## src/rtl/fetch_seq_pkg.sv

```systemverilog
// Shared definitions for the fetch sequencer: FSM state encoding and imem depth helper.
package fetch_seq_pkg;

    typedef enum logic [1:0] {
        ST_IDLE = 2'd0,
        ST_LOAD = 2'd1,
        ST_RUN  = 2'd2,
        ST_HALT = 2'd3
    } fseq_state_e;

    function automatic int unsigned fseq_depth(input int unsigned aw);
        return 32'd1 << aw;
    endfunction

endpackage

```

## src/rtl/fseq_checksum.sv

```systemverilog
// Load checksum: running mod-2**DW sum of accepted loader words and compare against exp_sum.
module fseq_checksum #(
    parameter int DW = 32
) (
    input  logic          clk,
    input  logic          rst,
    input  logic          clear,
    input  logic          add_en,
    input  logic [DW-1:0] data,
    input  logic [DW-1:0] exp_sum,
    output logic          match
);

    logic [DW-1:0] sum_r;

    // Accumulate each accepted word; restart on an accepted start.
    always_ff @(posedge clk or negedge rst) begin
        if (!rst) begin
            sum_r <= {DW{1'b0}};
        end else if (clear) begin
            sum_r <= {DW{1'b0}};
        end else if (add_en) begin
            sum_r <= sum_r + data;
        end else begin
            sum_r <= sum_r;
        end
    end

    // Includes the word accepted this cycle so the verdict is ready on the last handshake.
    assign match = ((sum_r + data) == exp_sum);

endmodule

```

## src/rtl/fetch_sequencer.sv

```systemverilog
// Boot-and-fetch controller: loads a program into imem, then sequences fetch at pc_in.
// Optional load checksum (exp_sum / sum_err ports) enabled by defining LOAD_CHECKSUM_EN.
module fetch_sequencer
    import fetch_seq_pkg::*;
#(
    parameter int AW = 8,
    parameter int DW = 32
) (
    input  logic          clk,
    input  logic          rst,
    input  logic          start,
    input  logic [31:0]   prog_len,
    input  logic          ld_valid,
    input  logic [DW-1:0] ld_data,
    output logic          ld_ready,
    output logic          imem_we,
    output logic [AW-1:0] imem_addr,
    output logic [DW-1:0] imem_wdata,
    input  logic [DW-1:0] imem_rdata,
    input  logic [31:0]   pc_in,
    output logic          pc_run,
    input  logic          stall_req,
    input  logic          halt_in,
    output logic [DW-1:0] instr_out,
    output logic          instr_valid,
    output logic [1:0]    state_o,
    output logic          err
`ifdef LOAD_CHECKSUM_EN
    ,
    input  logic [DW-1:0] exp_sum,
    output logic          sum_err
`endif
);

    localparam logic [31:0] DEPTH_W   = 32'(fseq_depth(AW));
    localparam logic [AW:0] DEPTH_CNT = {1'b1, {AW{1'b0}}};
    localparam logic [AW:0] CNT_ONE   = {{AW{1'b0}}, 1'b1};

    fseq_state_e   state_r, state_s;
    logic [AW:0]   load_cnt_r, len_r;
    logic          err_r, instr_valid_r, issued_r;
    logic [DW-1:0] instr_hold_r;

    logic          start_ok_s, ld_fire_s, last_word_s, oor_s, issue_s, exit_ok_s;
    logic          ld_ready_s, imem_we_s, pc_run_s;
    logic [AW-1:0] imem_addr_s;
    logic [DW-1:0] imem_wdata_s;

    assign start_ok_s  = start && ((state_r == ST_IDLE) || (state_r == ST_HALT));
    assign ld_fire_s   = (state_r == ST_LOAD) && ld_valid;
    assign last_word_s = ld_fire_s && ((load_cnt_r + CNT_ONE) == len_r);
    assign oor_s       = (pc_in >= DEPTH_W);

`ifdef LOAD_CHECKSUM_EN
    logic sum_match_s;
    logic sum_err_r;

    fseq_checksum #(.DW(DW)) u_checksum (
        .clk     (clk),
        .rst     (rst),
        .clear   (start_ok_s),
        .add_en  (ld_fire_s),
        .data    (ld_data),
        .exp_sum (exp_sum),
        .match   (sum_match_s)
    );

    assign exit_ok_s = sum_match_s;

    // Sticky checksum failure flag, cleared by reset or an accepted start.
    always_ff @(posedge clk or negedge rst) begin
        if (!rst) begin
            sum_err_r <= 1'b0;
        end else if (start_ok_s) begin
            sum_err_r <= 1'b0;
        end else if (last_word_s && !sum_match_s) begin
            sum_err_r <= 1'b1;
        end else begin
            sum_err_r <= sum_err_r;
        end
    end

    assign sum_err = sum_err_r;
`else
    assign exit_ok_s = 1'b1;
`endif

    // Next-state and per-state imem / handshake controls.
    always_comb begin
        state_s      = state_r;
        ld_ready_s   = 1'b0;
        imem_we_s    = 1'b0;
        imem_addr_s  = {AW{1'b0}};
        imem_wdata_s = {DW{1'b0}};
        pc_run_s     = 1'b0;
        issue_s      = 1'b0;
        case (state_r)
            ST_IDLE, ST_HALT: begin
                if (start) begin
                    state_s = (prog_len == 32'd0) ? ST_RUN : ST_LOAD;
                end else begin
                    state_s = state_r;
                end
            end
            ST_LOAD: begin
                ld_ready_s = 1'b1;
                if (ld_valid) begin
                    imem_we_s    = 1'b1;
                    imem_addr_s  = load_cnt_r[AW-1:0];
                    imem_wdata_s = ld_data;
                end else begin
                    imem_we_s    = 1'b0;
                end
                if (last_word_s) begin
                    state_s = exit_ok_s ? ST_RUN : ST_HALT;
                end else begin
                    state_s = ST_LOAD;
                end
            end
            ST_RUN: begin
                imem_addr_s = pc_in[AW-1:0];
                pc_run_s    = !stall_req && !oor_s;
                issue_s     = pc_run_s && !halt_in;
                if (halt_in || oor_s) begin
                    state_s = ST_HALT;
                end else begin
                    state_s = ST_RUN;
                end
            end
            default: begin
                state_s = ST_IDLE;
            end
        endcase
    end

    // State, load counter, clamped length and sticky range error.
    always_ff @(posedge clk or negedge rst) begin
        if (!rst) begin
            state_r    <= ST_IDLE;
            load_cnt_r <= {(AW+1){1'b0}};
            len_r      <= {(AW+1){1'b0}};
            err_r      <= 1'b0;
        end else begin
            state_r <= state_s;
            if (start_ok_s) begin
                load_cnt_r <= {(AW+1){1'b0}};
                len_r      <= (prog_len > DEPTH_W) ? DEPTH_CNT : prog_len[AW:0];
                err_r      <= (prog_len > DEPTH_W);
            end else begin
                if (ld_fire_s) begin
                    load_cnt_r <= load_cnt_r + CNT_ONE;
                end
                if ((state_r == ST_RUN) && oor_s) begin
                    err_r <= 1'b1;
                end
            end
        end
    end

    // Fetch pipeline: valid follows an unstalled issue by one cycle and freezes during stalls.
    always_ff @(posedge clk or negedge rst) begin
        if (!rst) begin
            issued_r      <= 1'b0;
            instr_valid_r <= 1'b0;
            instr_hold_r  <= {DW{1'b0}};
        end else begin
            issued_r <= issue_s;
            if (issued_r) begin
                instr_hold_r <= imem_rdata;
            end
            if ((state_r == ST_RUN) && !halt_in && !oor_s) begin
                if (!stall_req) begin
                    instr_valid_r <= 1'b1;
                end
            end else begin
                instr_valid_r <= 1'b0;
            end
        end
    end

    // Read data arrives the cycle after issue; afterwards the captured copy is shown.
    assign instr_out   = issued_r ? imem_rdata : instr_hold_r;
    assign instr_valid = instr_valid_r;
    assign ld_ready    = ld_ready_s;
    assign imem_we     = imem_we_s;
    assign imem_addr   = imem_addr_s;
    assign imem_wdata  = imem_wdata_s;
    assign pc_run      = pc_run_s;
    assign state_o     = state_r;
    assign err         = err_r;

endmodule
```

## config.mk

```make
export PLATFORM = sky130hd
export DESIGN_NAME = fetch_sequencer
export DESIGN_NICKNAME = d
export VERILOG_FILES = /design/src/rtl/fetch_seq_pkg.sv /design/src/rtl/fseq_checksum.sv /design/src/rtl/fetch_sequencer.sv
export SDC_FILE = /design/constraint.sdc
export NUM_CORES = 1
export LEC_CHECK = 0
export ABC_AREA = 1
export ABC_CLOCK_PERIOD_IN_PS = 1700
export BUFFER_PORTS_ARGS = -buffer_cell sky130_fd_sc_hd__clkbuf_2
export CORE_ASPECT_RATIO = 0.8
export CORE_MARGIN = 10
export CORE_UTILIZATION = 42
export DETAILED_ROUTE_END_ITERATION = 16
export PLACE_DENSITY_LB_ADDON = 0.25
export SYNTH_ARGS = -nofsm -noshare
export SYNTH_HDL_FRONTEND = slang
export SYNTH_SLANG_ARGS = --single-unit
```

## constraint.sdc

```tcl
create_clock -name clk -period 1.7 [get_ports clk]
set_input_delay 0.425 -clock clk [delete_from_list [all_inputs] [get_ports clk]]
set_output_delay 0.425 -clock clk [all_outputs]
set_load 0.01 [all_outputs]
```

==> reports/qor.csv, run 1 <==
metric;value;unit
status;finished with violations;
violated checks;setup timing;
post-synth top area share;44.3;%
num rows;27;
clock buffer depth;2;
DRC errors left;0;
Num CTS Buffers;5;
max_cap viols;0;
end-of-flow core utilization;80.8;%
synthesized instance count;397;
Initial Util;44.2;%
placed cell area;0.00453;mm2
clock-pin slew on the worst setup and hold paths;110;ps
Hold Crit Class;primary input to async pin;
routability cong.;0.853;
Max IR drop VDD;543;uV
top post-synthesis cells by area;dfrtp_1 (44%), mux2_2 (12%), nand2_1 (9.5%);
CTS Sinks;55;
share of layout cells above drive strength 1;56.1;%
global-route wire length before repair;16.6;mm
area leader, netlist;dfrtp_1;
Slew Limit Fails;0;
number of global-route vias before repair;3479;
total track usage;18.0;%
hold buffers post-CTS;0;
crit end category;primary output;
Post-Syn Area per Cell;7.83;um2
Finish-stage setup viols;75;
DP Wirelength;9.36;mm
CTS tree;built;
core region area;0.00703;mm2
CP startpoint kind;register;
Vias/cell;4.94;
Routed WL per cell;18.1;um
DR pass1 iterations;4;
initial antenna violation count;0;
via count;3652;
die height;97.0;um
unique cell type count in the Yosys netlist;26;
io pins;213;
minimum clock period;2010;ps
grt total ovfl;0;
pwr/cell area;844;mW/mm2
PortBufs;212;
placed cells;715;
commonest non-fill, non-tap cell in the layout;clkbuf_2;
slew margin rel.;68.3;%
syn nets;534;
die area;0.0113;mm2
clk_skew;4.80;ps
area grow syn2layout;82.6;%
layout net count;788;
drt initial violations;185;
H-tree lvl count;2;
synthesized area;0.00311;mm2
P_leak;3.07;nW
CP required;1270;ps
final cell count without fillers;739;
commonest non-fill, non-tap cells in the layout;clkbuf_2 (137), nand2_1 (69), inv_1 (67);
Die Wd;116;um
CTS Root Cell;clkbuf_8;
worst setup margin;-314;ps
antenna diode count;0;
Achievable Freq;497;MHz
DRT Wirelength;13.4;mm
Critical Path Fanout Max;8;
Overall Power;4.79;mW
fin crit share;118;%
largest net degree at the start of global routing;33;
crit path DAT;1590;ps
Worst-Margin Slew;476;ps
flops & latches, synth;55;
synth warn;0;
Hold Violations, Final;0;
register area share after synthesis;44.3;%
post-route cell area;0.00568;mm2
RSZ-0062 raised after global routing;true;
Worst-Skew Late Latency;310;ps
CP Class;register to primary output;
number of nets with antenna violations after routing;0;
-- flip-flops by register name, indices dropped and copies added, names as in the netlist --
register      cells
err               1
instr_hold_r     32
instr_valid       1
issued_r          1
len_r             9
load_cnt_r        9
state_o           2
-- report_power, final --
group / internal (mW) / leakage [nW] / switching [mW] / total (mW)
Sequential: 1.37 / 0.754 / 0.0547 / 1.42
Combinational: 1.21 / 2.27 / 1.37 / 2.58
Clock: 0.334 / 0.0474 / 0.450 / 0.784
-- through the flow --
step | hold WS, ps | TNS [ps] | worst slack, ps
after floorplan | 129 | 0 | 4.42
after global placement | 400 | -152 | -91.9
final | 43.6 | -14640 | -314
after detailed placement | 394 | -1280 | -91.3
after global routing | 69.0 | -19050 | -386
after CTS | 57.0 | -13420 | -231
-- critical path, cell delays in order, from the launching register on --
cell,delay (ps)
dfrtp_1,430
buf_6,140
inv_4,50
ha_4,130
buf_8,140
nand2_1,90
a21oi_2,150
buf_2,150
-- cells in the mapped netlist --
cell,number
o21ai_0,14
dfrtp_1,55
a21boi_0,1
o21bai_1,1
buf_2,4
or2_2,3
nor3_1,4
nor4_1,3
inv_1,70
clkinv_1,1
nor2_8,1
o22ai_1,6
nand3b_1,3
nand3_2,3
nand4_1,9
nand3_1,19
ha_1,3
o21ai_1,1
mux2_2,32
nor2_1,64
nand2_1,79
nand2_2,1
clkbuf_1,4
nor2_4,1
a21oi_1,11
buf_1,4
-- cell families (layout without fill, tap and decap cells) --
kind of cell	count (synthesis)	count (layout)	synth area share, %
buf+inv	83	337	10.2
flops	55	55	44.3
simple gates	190	191	26.9
fa+ha+maj	3	3	1.21
mux	32	32	11.6
compound gates	34	34	5.88
-- cell type report --
class                      instances  area, um2
clock buffer                       6       82.6
clock inverter                     2       16.3
fill                             460       1350
inverter                          71        277
multi-input combinational        260       1860
sequential                        55       1380
tap                               87        109
timing repair buffer             257       1950
timing repair inverter             1       6.26
-- repair_timing --
action,CTS,global route
endpoints found under the setup margin,77,91
setup buffers,1,8
cloned,0,8
pin swaps,7,12
gates resized for setup,20,253
-- routing by layer --
metal | wire length [um] | GRT usage (%)
met5 | 0 | 0
met3 | 1380 | 6.72
met4 | 353 | 5.72
met1 | 4900 | 19.2
met2 | 6770 | 31.8
-- final timing paths --
| path | startpoint | to | slack [ps] | depth (start not counted) |
|---|---|---|---|---|
| worst max-delay path | state_o[0]$_DFFE_PN0P_ | imem_addr[6] | -310 | 7 |
| worst min-delay path | rst | instr_hold_r[2]$_DFF_PN0_ | 40 | 1 |
| worst max register to register | load_cnt_r[0]$_DFFE_PN0P_ | state_o[0]$_DFFE_PN0P_ | -60 | 13 |
| worst min register to register | instr_hold_r[8]$_DFF_PN0_ | instr_hold_r[8]$_DFF_PN0_ | 510 | 1 |
| max in group asynchronous | rst | issued_r$_DFF_PN0_ | 1180 | 2 |
| min in group clk | stall_req | issued_r$_DFF_PN0_ | 310 | 2 |
Power figures use the tool's default switching activity.
==> run 2, diff against run 1 <==
--- a/config.mk
+++ b/config.mk
@@ -12,7 +12,8 @@
 export CORE_MARGIN = 10
 export CORE_UTILIZATION = 42
 export DETAILED_ROUTE_END_ITERATION = 16
-export PLACE_DENSITY_LB_ADDON = 0.25
+export PLACE_DENSITY = 0.79
+export SKIP_LAST_GASP = 1
 export SYNTH_ARGS = -nofsm -noshare
 export SYNTH_HDL_FRONTEND = slang
 export SYNTH_SLANG_ARGS = --single-unit
==> run 2 against run 1 <==
Effect of this change: the flow still finishes with violations (setup timing); via count is 1.1% higher; clock skew rose by 5.3 ps; utilization decreased by 4.9 points; register-to-register slack worse by 210 ps; count of clock-buffer cells in the layout down 1; largest cell class unchanged.
==> reports/qor.csv, run 2 (synthesized netlist as in run 1, its figures left out) <==
metric;value;unit;change
status;finished with violations;;unchanged
violated checks;setup timing;;unchanged
Hold Violations, Final;0;;unchanged
antenna diode count;0;;unchanged
number of nets with antenna violations after routing;0;;unchanged
pwr/cell area;858;mW/mm2;was 844 mW/mm2
area grow syn2layout;71.6;%;was 82.6%
CTS Root Cell;clkbuf_8;;unchanged
Finish-stage setup viols;76;;was 75
fin crit share;116;%;was 118%
Critical Path Fanout Max;5;;was 8
r2r setup slk;-270;ps;was -60 ps
DP Wirelength;9.40;mm;was 9.36 mm
commonest non-fill, non-tap cell in the layout;clkbuf_2;;unchanged
worst setup margin;-265;ps;was -314 ps
placed cell area;0.00449;mm2;was 0.00453 mm2
Gate power share;49.0;%;was 53.9%
initial antenna violation count;0;;unchanged
switch share;37.7;%;was 39.2%
crit end category;register;;was primary output
core region area;0.00703;mm2;unchanged
grt total ovfl;0;;unchanged
via count;3693;;was 3,652
end-of-flow core utilization;75.9;%;was 80.8%
die height;97.0;um;unchanged
clock buffer depth;2;;unchanged
minimum clock period;1970;ps;was 2010 ps
routability cong.;0.883;;was 0.853
Hold Crit Class;primary input to async pin;;unchanged
total track usage;19.0;%;was 18.0%
num rows;27;;unchanged
Vias/cell;4.99;;was 4.94
Worst-Margin Slew;343;ps;was 476 ps
crit path DAT;2170;ps;was 1590 ps
slew margin rel.;76.9;%;was 68.3%
Slew Limit Fails;0;;unchanged
drt initial violations;168;;was 185
DRC errors left;0;;unchanged
max reg flops;32;;unchanged
CTS tree;built;;unchanged
RSZ-0062 raised after global routing;true;;unchanged
die area;0.0113;mm2;unchanged
global-route wire length before repair;17.8;mm;was 16.6 mm
FF-to-FF End;state_o[0]$_DFFE_PN0P_;;unchanged
number of global-route vias before repair;3760;;was 3,479
top flop regs;instr_hold_r (32), len_r (9), load_cnt_r (9);;unchanged
H-tree lvl count;2;;unchanged
Max IR drop VDD;761;uV;was 543 uV
Worst-Skew Late Latency;310;ps;about the same
post-route cell area;0.00534;mm2;was 0.00568 mm2
max_cap viols;0;;unchanged
Most flops, register;instr_hold_r;;unchanged
sequential power share;31.4;%;was 29.7%
share of layout cells above drive strength 1;53.0;%;was 56.1%
Initial Util;44.2;%;unchanged
CP endpoint;state_o[0]$_DFFE_PN0P_;;was imem_addr[6]
hold buffers post-CTS;0;;unchanged
clock-pin slew on the worst setup and hold paths;110;ps;about the same
clock power share;19.7;%;was 16.4%
Place WS;-115;ps;was -91.3 ps
CP required;1900;ps;was 1270 ps
largest net degree at the start of global routing;56;;was 33
CP startpoint kind;register;;unchanged
FF-to-FF path depth;14;;was 13
DR pass1 iterations;4;;unchanged
io pins;213;;unchanged
Achievable Freq;509;MHz;was 497 MHz
clk_skew;10.1;ps;was 4.80 ps
DRT Wirelength;13.1;mm;was 13.4 mm
Internal Power;2.85;mW;was 2.91 mW
Psw;1.73;mW;was 1.88 mW
Setup crit start;state_o[1]$_DFFE_PN0P_;;was state_o[0]$_DFFE_PN0P_
Routed WL per cell;17.7;um;was 18.1 um
Die Wd;116;um;unchanged
CP Class;register to register;;was register to primary output
commonest non-fill, non-tap cells in the layout;clkbuf_2 (139), nand2_1 (73), inv_1 (64);;was clkbuf_2 (137), nand2_1 (69), inv_1 (67)
worst reg2reg path startpoint;state_o[1]$_DFFE_PN0P_;;was load_cnt_r[0]$_DFFE_PN0P_
setup TNS;-12930;ps;was -14,640 ps
Num CTS Buffers;5;;unchanged
CTS Sinks;55;;unchanged
layout net count;789;;was 788
P_leak;3.04;nW;was 3.07 nW
PortBufs;212;;unchanged
==> run 2: cell types whose count changed in the layout (fill, tap and decap cells not counted), moves of 3 or more <==
cell     change
buf_2       +25
buf_6       -24
nor2_4      -24
nor2_1      +21
buf_4        +5
nand2_2      -5
nand2_1      +4
buf_8        -3
inv_1        -3
inv_2        +3
nor2_2       +3
o21ai_1      -3
==> run 2: critical path, cell delays in order (launching register included) <==
cell and delay (ps):
dfrtp_1 410, inv_2 70, ha_4 160, nand2_8 100, buf_4 160, a21oi_2 130
nand2_1 80, nor2_1 150, nand3_1 90, nor3_1 130, nand2_1 130, nand2_1 80
nand2_1 50, nand2_1 70, nand2_1 50
==> run 2: cell type report <==
type / count / area [um2]
well taps: 87 / 109
clock inverters: 3 / 46.3
repair buffers: 260 / 1770
clock buffers: 5 / 68.8
inverters: 71 / 283
multi-input cells: 259 / 1680
flip-flops and latches: 55 / 1380
fillers: 515 / 1690
==> run 2: per-stage QoR <==
stage / hold WS [ps] / power [mW] / std cells
5_1_grt: 110 / 4.85 / 740
4_1_cts: 120 / 4.48 / 724
3_5_place_dp: 457 / 3.20 / 709
2_1_floorplan: 129 / 2.31 / 397
6_report: 95.6 / 4.58 / 740
3_3_place_gp: 447 / 3.15 / 709
==> run 2: timing repair <==
| item | CTS | global route |
|---|---|---|
| endpoints found under the setup margin | 83 | 84 |
| setup buffers | 6 | 14 |
| pin swaps | 5 | 12 |
| gates cloned | 1 | 3 |
| resized for setup | 34 | 159 |
==> run 2: power groups by stage <==
stage / combinational [mW] / clock (mW) / sequential, mW
2_1_floorplan: 0.856 / 0 / 1.45
3_3_place_gp: 1.71 / 0 / 1.44
3_5_place_dp: 1.76 / 0 / 1.45
4_1_cts: 2.15 / 0.905 / 1.43
5_1_grt: 2.44 / 0.961 / 1.45
6_report: 2.24 / 0.900 / 1.44
==> run 2: how the worst min path moves through the flow <==
stage	end	slack, ps	from
after detailed placement	instr_hold_r[15]$_DFF_PN0_	460	rst
after global placement	instr_hold_r[18]$_DFF_PN0_	450	rst
after CTS	instr_hold_r[31]$_DFF_PN0_	120	rst
after global routing	instr_hold_r[11]$_DFF_PN0_	110	rst
after floorplan	err$_DFFE_PN0P_	130	rst
final	instr_hold_r[15]$_DFF_PN0_	100	rst
==> run 2: routing by layer <==
| metal | track usage, % | wire [um] |
|---|---|---|
| met3 | 7.33 | 1540 |
| met2 | 35.3 | 6800 |
| met5 | 0 | 0 |
| met1 | 19.7 | 4570 |
| met4 | 3.62 | 194 |
==> run 3, diff against run 2 <==
--- a/config.mk
+++ b/config.mk
@@ -6,7 +6,7 @@
 export NUM_CORES = 1
 export LEC_CHECK = 0
 export ABC_AREA = 1
-export ABC_CLOCK_PERIOD_IN_PS = 1700
+export ABC_CLOCK_PERIOD_IN_PS = 1900
 export BUFFER_PORTS_ARGS = -buffer_cell sky130_fd_sc_hd__clkbuf_2
 export CORE_ASPECT_RATIO = 0.8
 export CORE_MARGIN = 10
==> constraint.sdc (replaced) <==
create_clock -name clk -period 1.9 [get_ports clk]
set_input_delay 0.475 -clock clk [delete_from_list [all_inputs] [get_ports clk]]
set_output_delay 0.475 -clock clk [all_outputs]
set_load 0.01 [all_outputs]
==> run 3 against run 2 <==
Effect of this change: the flow still finishes with violations (setup timing); global-route usage grew 1.0 points; final cell count fell by 1.8%; worst setup slack better by 62 ps; sequential power down 10%; register-to-register slack improved by 95 ps; count of clock-buffer cells in the layout up 1; combinational power fell by 20%; wire length rose by 8.7%; utilization is 3.2 points lower.
==> reports/qor.csv, run 3 (synthesized netlist as in run 1, its figures left out) <==
metric;value;unit;change
share of layout cells above drive strength 1;50.2;%;was 53.0%
P_leak;2.91;nW;was 3.04 nW
crit path DAT;1630;ps;was 2170 ps
layout net count;776;;was 789
DRT Wirelength;14.2;mm;was 13.1 mm
CP Class;register to primary output;;was register to register
grt total ovfl;0;;unchanged
PortBufs;212;;unchanged
CP startpoint kind;register;;unchanged
routability cong.;0.904;;was 0.883
core region area;0.00703;mm2;unchanged
number of nets with antenna violations after routing;0;;unchanged
max reg flops;32;;unchanged
Finish-stage setup viols;76;;unchanged
crit end category;primary output;;was register
Critical Path Fanout Max;5;;unchanged
Most flops, register;instr_hold_r;;unchanged
Num CTS Buffers;5;;unchanged
top flop regs;instr_hold_r (32), len_r (9), load_cnt_r (9);;unchanged
CTS Sinks;55;;unchanged
RSZ-0062 raised after global routing;true;;unchanged
pwr/cell area;747;mW/mm2;was 858 mW/mm2
io pins;213;;unchanged
Worst-Margin Slew;341;ps;was 343 ps
Hold Crit Class;primary input to async pin;;unchanged
Place WS;-27.4;ps;was -115 ps
status;finished with violations;;unchanged
clock-pin slew on the worst setup and hold paths;110;ps;about the same
CP max-delay cell;dfrtp_1;;unchanged
setup TNS;-7130;ps;was -12,930 ps
area grow syn2layout;64.3;%;was 71.6%
Vias/cell;5.30;;was 4.99
drt initial violations;294;;was 168
via count;3851;;was 3,693
r2r setup slk;-170;ps;was -270 ps
clk_skew;13.9;ps;was 10.1 ps
worst setup margin;-203;ps;was -265 ps
FF-to-FF path depth;12;;was 14
commonest non-fill, non-tap cells in the layout;clkbuf_2 (167), nand2_1 (77), inv_1 (65);;was clkbuf_2 (139), nand2_1 (73), inv_1 (64)
max_cap viols;0;;unchanged
slew margin rel.;77.0;%;was 76.9%
violated checks;setup timing;;unchanged
commonest non-fill, non-tap cell in the layout;clkbuf_2;;unchanged
critical path, cell by cell;inv_2 -> ha_4 -> nand2_8 -> nor2_2 -> inv_1 -> a21oi_1 -> buf_2;;was inv_2 -> ha_4 -> nand2_8 -> buf_4 -> a21oi_2 -> nand2_1 -> nor2_1 -> nand3_1 -> nor3_1 -> nand2_1 -> nand2_1 -> nand2_1 -> nand2_1 -> nand2_1
Worst path max stage delay;450;ps;was 410 ps
Max IR drop VDD;915;uV;was 761 uV
die area;0.0113;mm2;unchanged
DR pass1 iterations;5;;was 4
minimum clock period;2100;ps;
clock buffer depth;2;;unchanged
Achievable Freq;475;MHz;
largest net degree at the start of global routing;56;;unchanged
num rows;27;;unchanged
number of global-route vias before repair;3631;;was 3,760
global-route wire length before repair;18.3;mm;was 17.8 mm
antenna diode count;0;;unchanged
worst hold margin;126;ps;was 95.6 ps
CP required;1420;ps;was 1900 ps
initial antenna violation count;0;;unchanged
Worst-Skew Late Latency;320;ps;was 310 ps
CTS Root Cell;clkbuf_8;;unchanged
Initial Util;44.2;%;unchanged
total track usage;20.0;%;was 19.0%
fin crit share;111;%;
H-tree lvl count;2;;unchanged
Routed WL per cell;19.6;um;was 17.7 um
Slew Limit Fails;0;;unchanged
end-of-flow core utilization;72.7;%;was 75.9%
CTS tree;built;;unchanged
die height;97.0;um;unchanged
DP Wirelength;9.86;mm;was 9.40 mm
Hold Violations, Final;0;;unchanged
Die Wd;116;um;unchanged
hold buffers post-CTS;0;;unchanged
DRC errors left;0;;unchanged
## run 3: cell type report
class                           count  area [um2]
Sequential cell                    55        1380
Timing Repair Buffer              246        1610
Clock buffer                        6        82.6
Tap cell                           87         109
Multi-Input combinational cell    259        1630
Inverter                           71         278
Fill cell                         469        1920
Clock inverter                      2        16.3
Timing Repair inverter              1        5.00
## run 3: per-stage QoR
stage	area [um2]	instances	power, mW
floorplan	3110	397	2.01
global placement	4350	697	2.67
detailed placement	4350	697	2.72
CTS	4590	710	3.65
global route	5110	727	4.00
finish	5110	727	3.82
## run 3: power by group
part	switching [mW]	leakage [nW]	internal, mW
sequential	0.0676	0.754	1.22
combinational	1.07	2.11	0.715
clock	0.436	0.0474	0.299
## run 3: what timing repair did
item | in CTS | in global routing
endpoints found under the setup margin | 66 | 76
gates cloned | 2 | 2
gates resized for setup | 21 | 135
setup buffers | 4 | 15
pin swaps | 1 | 4
## run 3: metal layers
metal / vias up / global-route usage, % / wire length [um] / share of wire, %
li1: 1731 / - / - / -
met5: - / 0 / 0 / 0
met4: 0 / 7.15 / 642 / 4.5
met1: 1792 / 21.0 / 4780 / 34
met3: 47 / 7.09 / 1720 / 12
met2: 281 / 35.7 / 7100 / 50
## run 3: worst paths after layout
kind | startpoint | endpoint
min in group clk | stall_req | issued_r$_DFF_PN0_
min | rst | instr_hold_r[5]$_DFF_PN0_
max | state_o[1]$_DFFE_PN0P_ | imem_addr[0]
min reg2reg | instr_hold_r[18]$_DFF_PN0_ | instr_hold_r[18]$_DFF_PN0_
max reg2reg | load_cnt_r[0]$_DFFE_PN0P_ | state_o[0]$_DFFE_PN0P_
max in group asynchronous | rst | issued_r$_DFF_PN0_
## run 3: critical path, delay by kind of cell, from the launching register on
family                   cells  cell delay [ps]
buffers and inverters        3              340
flip-flops                   1              450
AO/OA/AOI/OAI                1              140
AND/OR/NAND/NOR              2              190
adder cells (fa/ha/maj)      1              170
